$ cat config.mk
export PLATFORM = sky130hd
export DESIGN_NAME = al_buckeye_readback
export DESIGN_NICKNAME = d
export VERILOG_FILES = /design/src/rtl/al_buckeye_readback_pkg.sv /design/src/rtl/bky_rb_fifo.sv /design/src/rtl/al_buckeye_readback.sv
export SDC_FILE = /design/constraint.sdc
export NUM_CORES = 1
export LEC_CHECK = 0
export BUFFER_PORTS_ARGS = -buffer_cell sky130_fd_sc_hd__buf_2
export CAP_MARGIN = 20
export CORE_ASPECT_RATIO = 1.4
export CORE_MARGIN = 8
export CORE_UTILIZATION = 60
export DETAILED_ROUTE_END_ITERATION = 16
export GPL_ROUTABILITY_DRIVEN = 0
export PLACE_DENSITY = 0.76
export SYNTH_ARGS = -nofsm -noshare
export SYNTH_HDL_FRONTEND = slang
export SYNTH_SLANG_ARGS = --single-unit
$ cat constraint.sdc
create_clock -name CLK40 -period 3.45 [get_ports CLK40]
set_clock_uncertainty 0.2 [all_clocks]
set_input_delay 0.5175 -clock CLK40 [delete_from_list [all_inputs] [get_ports CLK40]]
set_output_delay 0.5175 -clock CLK40 [all_outputs]
set_load 0.005 [all_outputs]
$ cat src/rtl/al_buckeye_readback_pkg.sv
// Shared Buckeye constants: word width, default bit divider and readback FSM state encoding.
package al_buckeye_readback_pkg;

    localparam int unsigned BKY_WORD_W      = 16;
    localparam int unsigned BKY_DIV_DEFAULT = 40;
    localparam int unsigned BKY_ST_W        = 2;

    typedef logic [BKY_WORD_W-1:0] bky_word_t;

    localparam logic [1:0] ST_IDLE  = 2'd0;
    localparam logic [1:0] ST_SHIFT = 2'd1;
    localparam logic [1:0] ST_STORE = 2'd2;
    localparam logic [1:0] ST_FIN   = 2'd3;

endpackage

$ cat src/rtl/bky_rb_fifo.sv
// Single-clock first-word-fall-through FIFO for readback words; head word reads as 0 when empty.
module bky_rb_fifo
    import al_buckeye_readback_pkg::*;
#(
    parameter int unsigned FDEPTH = 32
) (
    input  logic                      CLK40,
    input  logic                      RST,
    input  logic                      push,
    input  logic                      pop,
    input  bky_word_t                 din,
    output bky_word_t                 dout,
    output logic                      empty,
    output logic                      full,
    output logic [$clog2(FDEPTH):0]   wcnt
);

    localparam int unsigned AW = $clog2(FDEPTH);

    bky_word_t     mem [FDEPTH];
    logic [AW-1:0] wr_ptr;
    logic [AW-1:0] rd_ptr;
    logic [AW:0]   count;
    logic          do_push;
    logic          do_pop;

    assign empty   = (count == '0);
    assign full    = (count == (AW+1)'(FDEPTH));
    assign do_pop  = pop && !empty;
    // A full buffer still accepts a word when the head leaves in the same cycle.
    assign do_push = push && (!full || do_pop);
    assign dout    = empty ? '0 : mem[rd_ptr];
    assign wcnt    = count;

    always_ff @(posedge CLK40 or posedge RST) begin
        if (RST) begin
            wr_ptr <= '0;
            rd_ptr <= '0;
            count  <= '0;
        end else begin
            if (do_push) wr_ptr <= wr_ptr + AW'(1);
            if (do_pop)  rd_ptr <= rd_ptr + AW'(1);
            count <= count + (AW+1)'(do_push) - (AW+1)'(do_pop);
        end
    end

    always_ff @(posedge CLK40) begin
        if (do_push) mem[wr_ptr] <= din;
    end

endmodule

$ cat src/rtl/al_buckeye_readback.sv
// Buckeye chain readback: shifts NWORDS 16-bit words in LSB first at CLK40/DIV and buffers them.
module al_buckeye_readback
    import al_buckeye_readback_pkg::*;
#(
    parameter int unsigned NWORDS = 18,
    parameter int unsigned DIV    = BKY_DIV_DEFAULT,
    parameter int unsigned FDEPTH = 32
) (
    input  logic                      CLK40,
    input  logic                      RST,
    input  logic                      START,
    input  logic                      CLR_DONE,
    input  logic                      SDIN,
    input  logic                      RD_EN,
    output logic                      SHCK_ENA,
    output logic                      BUSY,
    output logic                      DONE,
    output logic                      OVFL,
    output logic [BKY_WORD_W-1:0]     DOUT,
    output logic                      EMPTY,
    output logic                      FULL,
    output logic [$clog2(FDEPTH):0]   WCNT
);

    localparam int unsigned TW = $clog2(DIV);
    localparam int unsigned BW = $clog2(BKY_WORD_W);
    localparam int unsigned CW = $clog2(NWORDS + 1);

    localparam logic [TW-1:0] T_LAST   = TW'(DIV - 1);
    localparam logic [TW-1:0] T_SAMPLE = TW'(DIV / 2 - 1);
    localparam logic [BW-1:0] B_LAST   = BW'(BKY_WORD_W - 1);
    localparam logic [CW-1:0] W_LAST   = CW'(NWORDS - 1);

    logic [BKY_ST_W-1:0] state;
    logic [BKY_ST_W-1:0] state_nxt;
    logic [TW-1:0]       timer;
    logic [BW-1:0]       bit_cnt;
    logic [CW-1:0]       word_cnt;
    bky_word_t           shreg;
    logic                load;
    logic                sample;
    logic                store;
    logic                done_set;
    logic                drop;
    logic                shck_q;
    logic                busy_q;
    logic                done_q;
    logic                ovfl_q;

    always_ff @(posedge CLK40 or posedge RST) begin
        if (RST) state <= ST_IDLE;
        else     state <= state_nxt;
    end

    // Next state and per-cycle control strobes.
    always_comb begin
        state_nxt = state;
        load      = 1'b0;
        sample    = 1'b0;
        store     = 1'b0;
        case (state)
            ST_IDLE: begin
                if (START) begin
                    state_nxt = ST_SHIFT;
                    load      = 1'b1;
                end
            end
            ST_SHIFT: begin
                sample = (timer == T_SAMPLE);
                if (timer == T_LAST && bit_cnt == B_LAST) state_nxt = ST_STORE;
            end
            ST_STORE: begin
                store     = 1'b1;
                state_nxt = (word_cnt < W_LAST) ? ST_SHIFT : ST_FIN;
            end
            ST_FIN:  state_nxt = ST_IDLE;
            default: state_nxt = ST_IDLE;
        endcase
    end

    assign done_set = store && (state_nxt == ST_FIN);
    assign drop     = store && FULL && !RD_EN;

    // Bit timer, bit counter, deserializer and word counter.
    always_ff @(posedge CLK40 or posedge RST) begin
        if (RST) begin
            timer    <= '0;
            bit_cnt  <= '0;
            word_cnt <= '0;
            shreg    <= '0;
        end else if (load) begin
            timer    <= '0;
            bit_cnt  <= '0;
            word_cnt <= '0;
            shreg    <= '0;
        end else begin
            if (state == ST_SHIFT) begin
                timer <= (timer == T_LAST) ? '0 : timer + TW'(1);
                if (timer == T_LAST) bit_cnt <= bit_cnt + BW'(1);
                if (sample) shreg <= {SDIN, shreg[BKY_WORD_W-1:1]};
            end
            if (store) word_cnt <= word_cnt + CW'(1);
        end
    end

    // Status outputs; a set event wins over a coincident clear.
    always_ff @(posedge CLK40 or posedge RST) begin
        if (RST) begin
            shck_q <= 1'b0;
            busy_q <= 1'b0;
            done_q <= 1'b0;
            ovfl_q <= 1'b0;
        end else begin
            shck_q <= (state_nxt == ST_SHIFT);
            busy_q <= (state_nxt == ST_SHIFT) || (state_nxt == ST_STORE);
            if (done_set)      done_q <= 1'b1;
            else if (CLR_DONE) done_q <= 1'b0;
            if (drop)          ovfl_q <= 1'b1;
            else if (CLR_DONE) ovfl_q <= 1'b0;
        end
    end

    assign SHCK_ENA = shck_q;
    assign BUSY     = busy_q;
    assign DONE     = done_q;
    assign OVFL     = ovfl_q;

    bky_rb_fifo #(
        .FDEPTH (FDEPTH)
    ) u_fifo (
        .CLK40 (CLK40),
        .RST   (RST),
        .push  (store),
        .pop   (RD_EN),
        .din   (shreg),
        .dout  (DOUT),
        .empty (EMPTY),
        .full  (FULL),
        .wcnt  (WCNT)
    );

endmodule

* Word-level counts from Yosys, hierarchy flattened
Memories as Yosys holds them, arrays and structs flattened.
Cells that the tools add are included.
** Storage, ports and cells
- Register bits after elaboration :: 53
- RAM bits :: 512
- Input port bits :: 6
- Word-level logic and storage cells :: 77
- Memories kept :: 1
** Memory list
- u_fifo.mem :: words 32, width 16, rd ports 1, clocked after Yosys merged registers in 0, wr ports 1, line bky_rb_fifo.sv:20 : bky_word_t mem [FDEPTH];
** Cells by class
- Add/sub/neg operators :: 7
- $lt $le $gt $ge :: 1
- Equality and inequality tests :: 10
- Multiplexer cells :: 25
- Reduce and logical (&&, ||, !) cells :: 21
** Operators by type and width (count)
- 2-to-1 mux 16 bit :: 4
- 2-to-1 mux 6 bit :: 3
- adder 5 x 1 -> 5 bit (second input constant) :: 3
- == test 6 bit (second input constant) :: 2
- 2-to-1 mux 4 bit :: 3
- nonzero test 2 bit :: 6
- 2-to-1 mux 5 bit :: 2
- 2-to-1 mux 1 bit :: 9
- == test 2 bit (second input constant) :: 4
- one-hot mux 2 bit (4 select lines) :: 1
- adder 6 x 1 -> 6 bit :: 1
- adder 6 x 1 -> 6 bit (second input constant) :: 1
- == test 6 x 5 -> 1 bit (second input constant) :: 1
- logical AND 1 bit :: 6
- zero test 6 bit :: 1
- 2-to-1 mux 2 bit :: 3
- subtractor 6 x 1 -> 6 bit :: 1
- less-than comparator 5 bit (second input constant) :: 1
- adder 4 x 1 -> 4 bit (second input constant) :: 1
- == test 2 x 1 -> 1 bit (second input constant) :: 2
- == test 4 bit (second input constant) :: 1
- AND reduction 2 bit :: 2
- zero test 1 bit :: 3
- zero test 2 bit :: 1
- logical OR 1 bit :: 2

* Depth between registers and ports, before layout
- Depth in word-level cells :: 7
- Depth in mapped cells :: 13
- Gate-level depth less buffers :: 11

* Cells and area by module
Synthesis repeated with hierarchy kept, for this count alone.
** Second synthesis, totals
- Cells, all modules :: 1209
- Area, all modules :: 22599.2 µm²
** Modules (own cells, without submodules)
- bky_rb_fifo :: times used 1, cells each 1025, area each 20789.9 µm², seq. area each 15775.1 µm²
- al_buckeye_readback :: times used 1, cells each 184, area each 1809.2 µm², seq. area each 925.9 µm²

* Worst setup path before layout
No wires, ideal clock.
- Path kind :: flip-flop to flip-flop
- Start point :: register u_fifo.count[2] (netlist: u_fifo.wcnt[2])
- End point :: register u_fifo.count[4] (netlist: u_fifo.wcnt[4])
- Setup time :: 131 ps
- Arrival time :: 2479 ps
- Path slack :: 640 ps
- Stages on the path, launching flop included :: 14
- Buffers on the path :: 2
- Path through :: dfrtp_1 inv_1 ha_1 nand4bb_1 clkbuf_1 and2_1 clkbuf_1 ha_1 inv_1 ha_1 fa_1 a21oi_1 o21ai_0 xor2_1
** On the way
- Word-level cells in the longest chain between the ends :: 7
** Ends and longest elaborated chain
- from (decl) :: line bky_rb_fifo.sv:23 : logic [AW:0] count;
- from (signal assigned) :: line bky_rb_fifo.sv:43 : count <= count + (AW+1)'(do_push) - (AW+1)'(do_pop);
- zero test 6 bit * :: line bky_rb_fifo.sv:27 : assign empty = (count == '0);
- zero test 1 bit * :: line bky_rb_fifo.sv:29 : assign do_pop = pop && !empty;
- logical AND 1 bit * :: line bky_rb_fifo.sv:29
- via u_fifo.do_pop :: line bky_rb_fifo.sv:25 : logic do_pop;
- logical OR 1 bit :: line bky_rb_fifo.sv:31 : assign do_push = push && (!full || do_pop);
- logical AND 1 bit :: line bky_rb_fifo.sv:31
- adder 6 x 1 -> 6 bit :: line bky_rb_fifo.sv:43
- subtractor 6 x 1 -> 6 bit * :: line bky_rb_fifo.sv:43
The timed path passes the listed nets; every way through them passes the cells marked *.
A chain may end at the register's enable or synchronous reset.

* Final worst setup path
- Start point :: register u_fifo.rd_ptr[0]
- End point :: output port DOUT[12]
** On the way
- Word-level cells in the longest chain between the ends :: 2
** Ends and longest elaborated chain
- from (decl) :: line bky_rb_fifo.sv:22 : logic [AW-1:0] rd_ptr;
- from (signal assigned) :: line bky_rb_fifo.sv:42 : if (do_pop) rd_ptr <= rd_ptr + AW'(1);
- memory read (32 x 16 bit)
- 2-to-1 mux 16 bit :: line bky_rb_fifo.sv:32 : assign dout = empty ? '0 : mem[rd_ptr];
- to (decl) :: line al_buckeye_readback.sv:19 : output logic [BKY_WORD_W-1:0] DOUT,
Every way passes these cells.

==> flow_metrics.tcl <==
set metrics [dict create \
    wl_per_cell_um 26.7 \
    critical-path-top-delay-family "buffers and inverters" \
    r2r_end "u_fifo.mem[10][14]$_DFFE_PP_" \
    cap_violations 0 \
    outcome "finished, violations left" \
    initial_core_util_pct 60.4 \
    cts_tree "yes" \
    core_area_mm2 0.0373 \
    synthFlopType "edfxtp_1" \
    crit_fanout 15 \
    dieWidth_um 180 \
    met2_length_mm 25.4 \
    io_pins 34 \
    async_flop_share_pct 9.38 \
    dieHeight_um 245 \
    path_buf_inv 4 \
    final.min_clock_period_ns 3.48 \
    min_to "OVFL$_DFFE_PP0P_" \
    crit_top_cell "buf_12" \
    gr-total-overflow 0 \
    io_buffer_count 33 \
    path_cells "buf_12, buf_12, nand2b_1, buf_4, o22ai_1, nor3_1, o211a_1, buf_2" \
    synth-edff-count 512 \
    first_iter_violations 1200 \
    hpwl_mm 29.9 \
    min_period_over_period_pct 101 \
    numCtsBuffers 49 \
    hp-class "in2reg" \
    power_leakage_uw 0.00882 \
    rrSetupSlack_ns 0.53 \
    drive_above_1_share_pct 28.0 \
    setup_tns_ns -0.0351 \
    clk-insertion-delay-late_ns 0.57 \
    cts_buffer_depth 3 \
    drc_errors 0 \
    reg2reg_depth 7 \
    wl_met3_mm 3.07 \
    critical-path-max-stage-delay_ns 0.57 \
    vias_per_cell 6.44 \
    clkTransAtPathRegs_ns 0.06 \
    grt_pass1_vias 12300 \
    hold_viol_final 0 \
    worstHoldStart "RD_EN" \
    nets 1371 \
    cts_num_sinks 565 \
    yosysUniqueCellTypes 52 \
    antenna_found_initial 0 \
    critPathSlowestCell "dfrtp_4" \
    avgSynthCellArea_um2 18.5 \
    pre_cts_slack_ns 0.363 \
    relSlewSlack_pct 30.3 \
    drt-total-wl_mm 49.6 \
    vias 12000 \
    synth_cells 1217 \
    dieArea_mm2 0.0441 \
    powerDensity_mw_per_mm2 841 \
    final_util_pct 69.1 \
    ant_nets 0 \
    rows 84 \
    worstSetupPathType "reg2out" \
    synth_nets 1243 \
    max_freq_ghz 0.287 \
    violations "setup timing" \
    htree_levels 2 \
    worstMarginPinSlew_ns 1.04 \
    critPathArrivalTime_ns 2.77 \
    cp-start-kind "flop" \
    area_growth_pct 14.4 \
    setup_ws_ns -0.0335 \
    met1_length_mm 19.1 \
    maxUsedRoutingLayer "met4" \
    grt_usage_pct 22.5 \
    synth_area_mm2 0.0225 \
    cts_root_buffer "clkbuf_16" \
    grt_start_max_net_pins 35 \
    diodes 0 \
    cp_data_required_time_ns 2.73 \
    power_uw 21700 \
    setup_violations 2 \
    drv_slew 0 \
    seq_area_frac_synth_pct 74.1 \
    rr_startpoint "u_fifo.wcnt[3]$_DFF_PP0_" \
    ir_drop_mv 0.649 \
    grt_pass1_wl_mm 75.0 \
    ys_warn_count 0 \
    synth_seq_cells 565 \
    rsz0062_at_grt "yes" \
    critPathCaptureType "output pin" \
    drt_pre_antenna_iters 5 \
    hold_depth 4 \
    fin_hold_ws_ns 0.0479 \
]
worst min-delay path, stage by stage:
cell and delay [ns]:
buf_2 0.09, nor2_1 0.04, nand2_1 0.06, o21ai_0 0.07
cell usage after synthesis, drive strengths merged (5+ instances only):
master / number / area, um2
mux4: 82 / 1850
edfxtp: 512 / 15400
nand2b: 5 / 31.3
nand3: 23 / 115
o22ai: 15 / 93.8
a22o: 6 / 52.6
o2111ai: 15 / 131
a211oi: 15 / 113
nand2: 62 / 233
o21ai: 21 / 105
dfrtp: 53 / 1330
nor3: 17 / 85.1
a21oi: 8 / 43.8
mux2: 65 / 732
inv: 28 / 105
buf: 41 / 292
o211ai: 15 / 113
xnor2: 8 / 70.1
a221oi: 16 / 140
o211a: 15 / 150
nor2: 45 / 169
nand4: 9 / 56.3
xor2: 6 / 52.6
clkbuf: 28 / 105
mux2i: 36 / 360
ha: 19 / 238
nor2b: 19 / 119
sequential cells by signal (all words and copies together) (netlist names):
register and cells:
SHCK_ENA 1, bit_cnt 4, state 2, u_fifo.wcnt 6, u_fifo.rd_ptr 5, BUSY 1
shreg 16, u_fifo.wr_ptr 5, timer 6, DONE 1, OVFL 1, word_cnt 5
u_fifo.mem 512
per-layer routing:
metal	GRT usage, %	vias up
li1	-	5141
met1	28.3	6202
met2	39.0	514
met3	3.06	100
met4	9.56	0
met5	0	-
through the flow:
stage                     std cells  cell area [um2]
after global placement         1740            23700
after global routing           1856            25800
after CTS                      1844            25400
after floorplan                1217            22500
after detailed placement       1740            23700
final                          1856            25800
power breakdown:
group	total [uW]	switching, uW	internal, uW
clock	5340	2350	2990
sequential	9300	670	8630
combinational	7050	3810	3240
cells in the final DEF (no fill, tap or decap), types with 6 or more instances in the layout:
| master | netlist | layout |
|---|---|---|
| a21oi_1 | 7 | 7 |
| mux2i_1 | 36 | 31 |
| nand2_1 | 62 | 61 |
| clkinv_2 | 0 | 7 |
| buf_4 | 2 | 82 |
| ha_1 | 19 | 19 |
| buf_16 | 0 | 8 |
| xnor2_1 | 8 | 8 |
| a221oi_1 | 16 | 9 |
| dfrtp_1 | 53 | 50 |
| o2111ai_1 | 15 | 15 |
| buf_2 | 22 | 33 |
| buf_12 | 1 | 12 |
| xor2_1 | 6 | 6 |
| o21ai_0 | 11 | 11 |
| a22o_1 | 6 | 6 |
| a221oi_2 | 0 | 6 |
| edfxtp_1 | 512 | 512 |
| nor2_1 | 45 | 45 |
| o22ai_1 | 15 | 10 |
| buf_6 | 10 | 6 |
| mux2_2 | 64 | 64 |
| o21ai_1 | 10 | 10 |
| clkbuf_1 | 28 | 14 |
| a211oi_1 | 15 | 15 |
| clkinv_1 | 0 | 7 |
| inv_1 | 28 | 27 |
| nand3_1 | 23 | 23 |
| nor2b_1 | 19 | 18 |
| clkbuf_16 | 0 | 50 |
| nor3_1 | 17 | 15 |
| o211a_1 | 15 | 15 |
| o211ai_1 | 15 | 15 |
| mux4_2 | 82 | 82 |
| nand4_1 | 9 | 9 |
final cells by class:
type | count | area (um2)
sequential | 565 | 16700
fill | 2241 | 11500
multi-input combinational | 555 | 5450
timing repair buffer | 146 | 1380
clock buffer | 66 | 1320
tap | 473 | 592
clock inverter | 23 | 220
inverter | 28 | 105
worst max-delay path by stage:
| stage | startpoint | to | slack (ns) | cells after the start |
|---|---|---|---|---|
| finish | u_fifo.rd_ptr[0]$_DFFE_PP0P_ | DOUT[12] | -0.03 | 8 |
| global route | u_fifo.rd_ptr[0]$_DFFE_PP0P_ | DOUT[4] | -0.06 | 7 |
| CTS | u_fifo.rd_ptr[0]$_DFFE_PP0P_ | DOUT[1] | -0.02 | 8 |
| detailed placement | u_fifo.rd_ptr[0]$_DFFE_PP0P_ | DOUT[11] | 0.36 | 7 |
| global placement | u_fifo.rd_ptr[0]$_DFFE_PP0P_ | DOUT[11] | 0.32 | 7 |
| floorplan | u_fifo.wcnt[2]$_DFF_PP0_ | u_fifo.wcnt[4]$_DFF_PP0_ | 0.64 | 13 |
repair_timing:
| item | 4_1_cts | 5_1_grt |
|---|---|---|
| buffers inserted | 12 | 4 |
| setup endpoints to repair | 16 | 13 |
| pin swaps | 4 | 3 |
| gates cloned | 0 | 1 |
| hold buffers | 3 | 0 |
| gates resized for setup | 7 | 22 |
| hold endpoints to repair | 19 | 0 |
cells by family (layout without fill, tap and decap cells):
family                   count (synthesis)  in the layout  synth area share [%]
flip-flops                             565            565                  74.1
AND/OR/NAND/NOR                        201            201                  4.32
multiplexers                           183            183                  13.0
AO/OA/AOI/OAI                          137            137                  4.58
buffers and inverters                   97            263                  2.23
adder cells (fa/ha/maj)                 20             20                  1.14
XOR/XNOR                                14             14                 0.544
No activity file was read; power rests on OpenSTA's default activity.
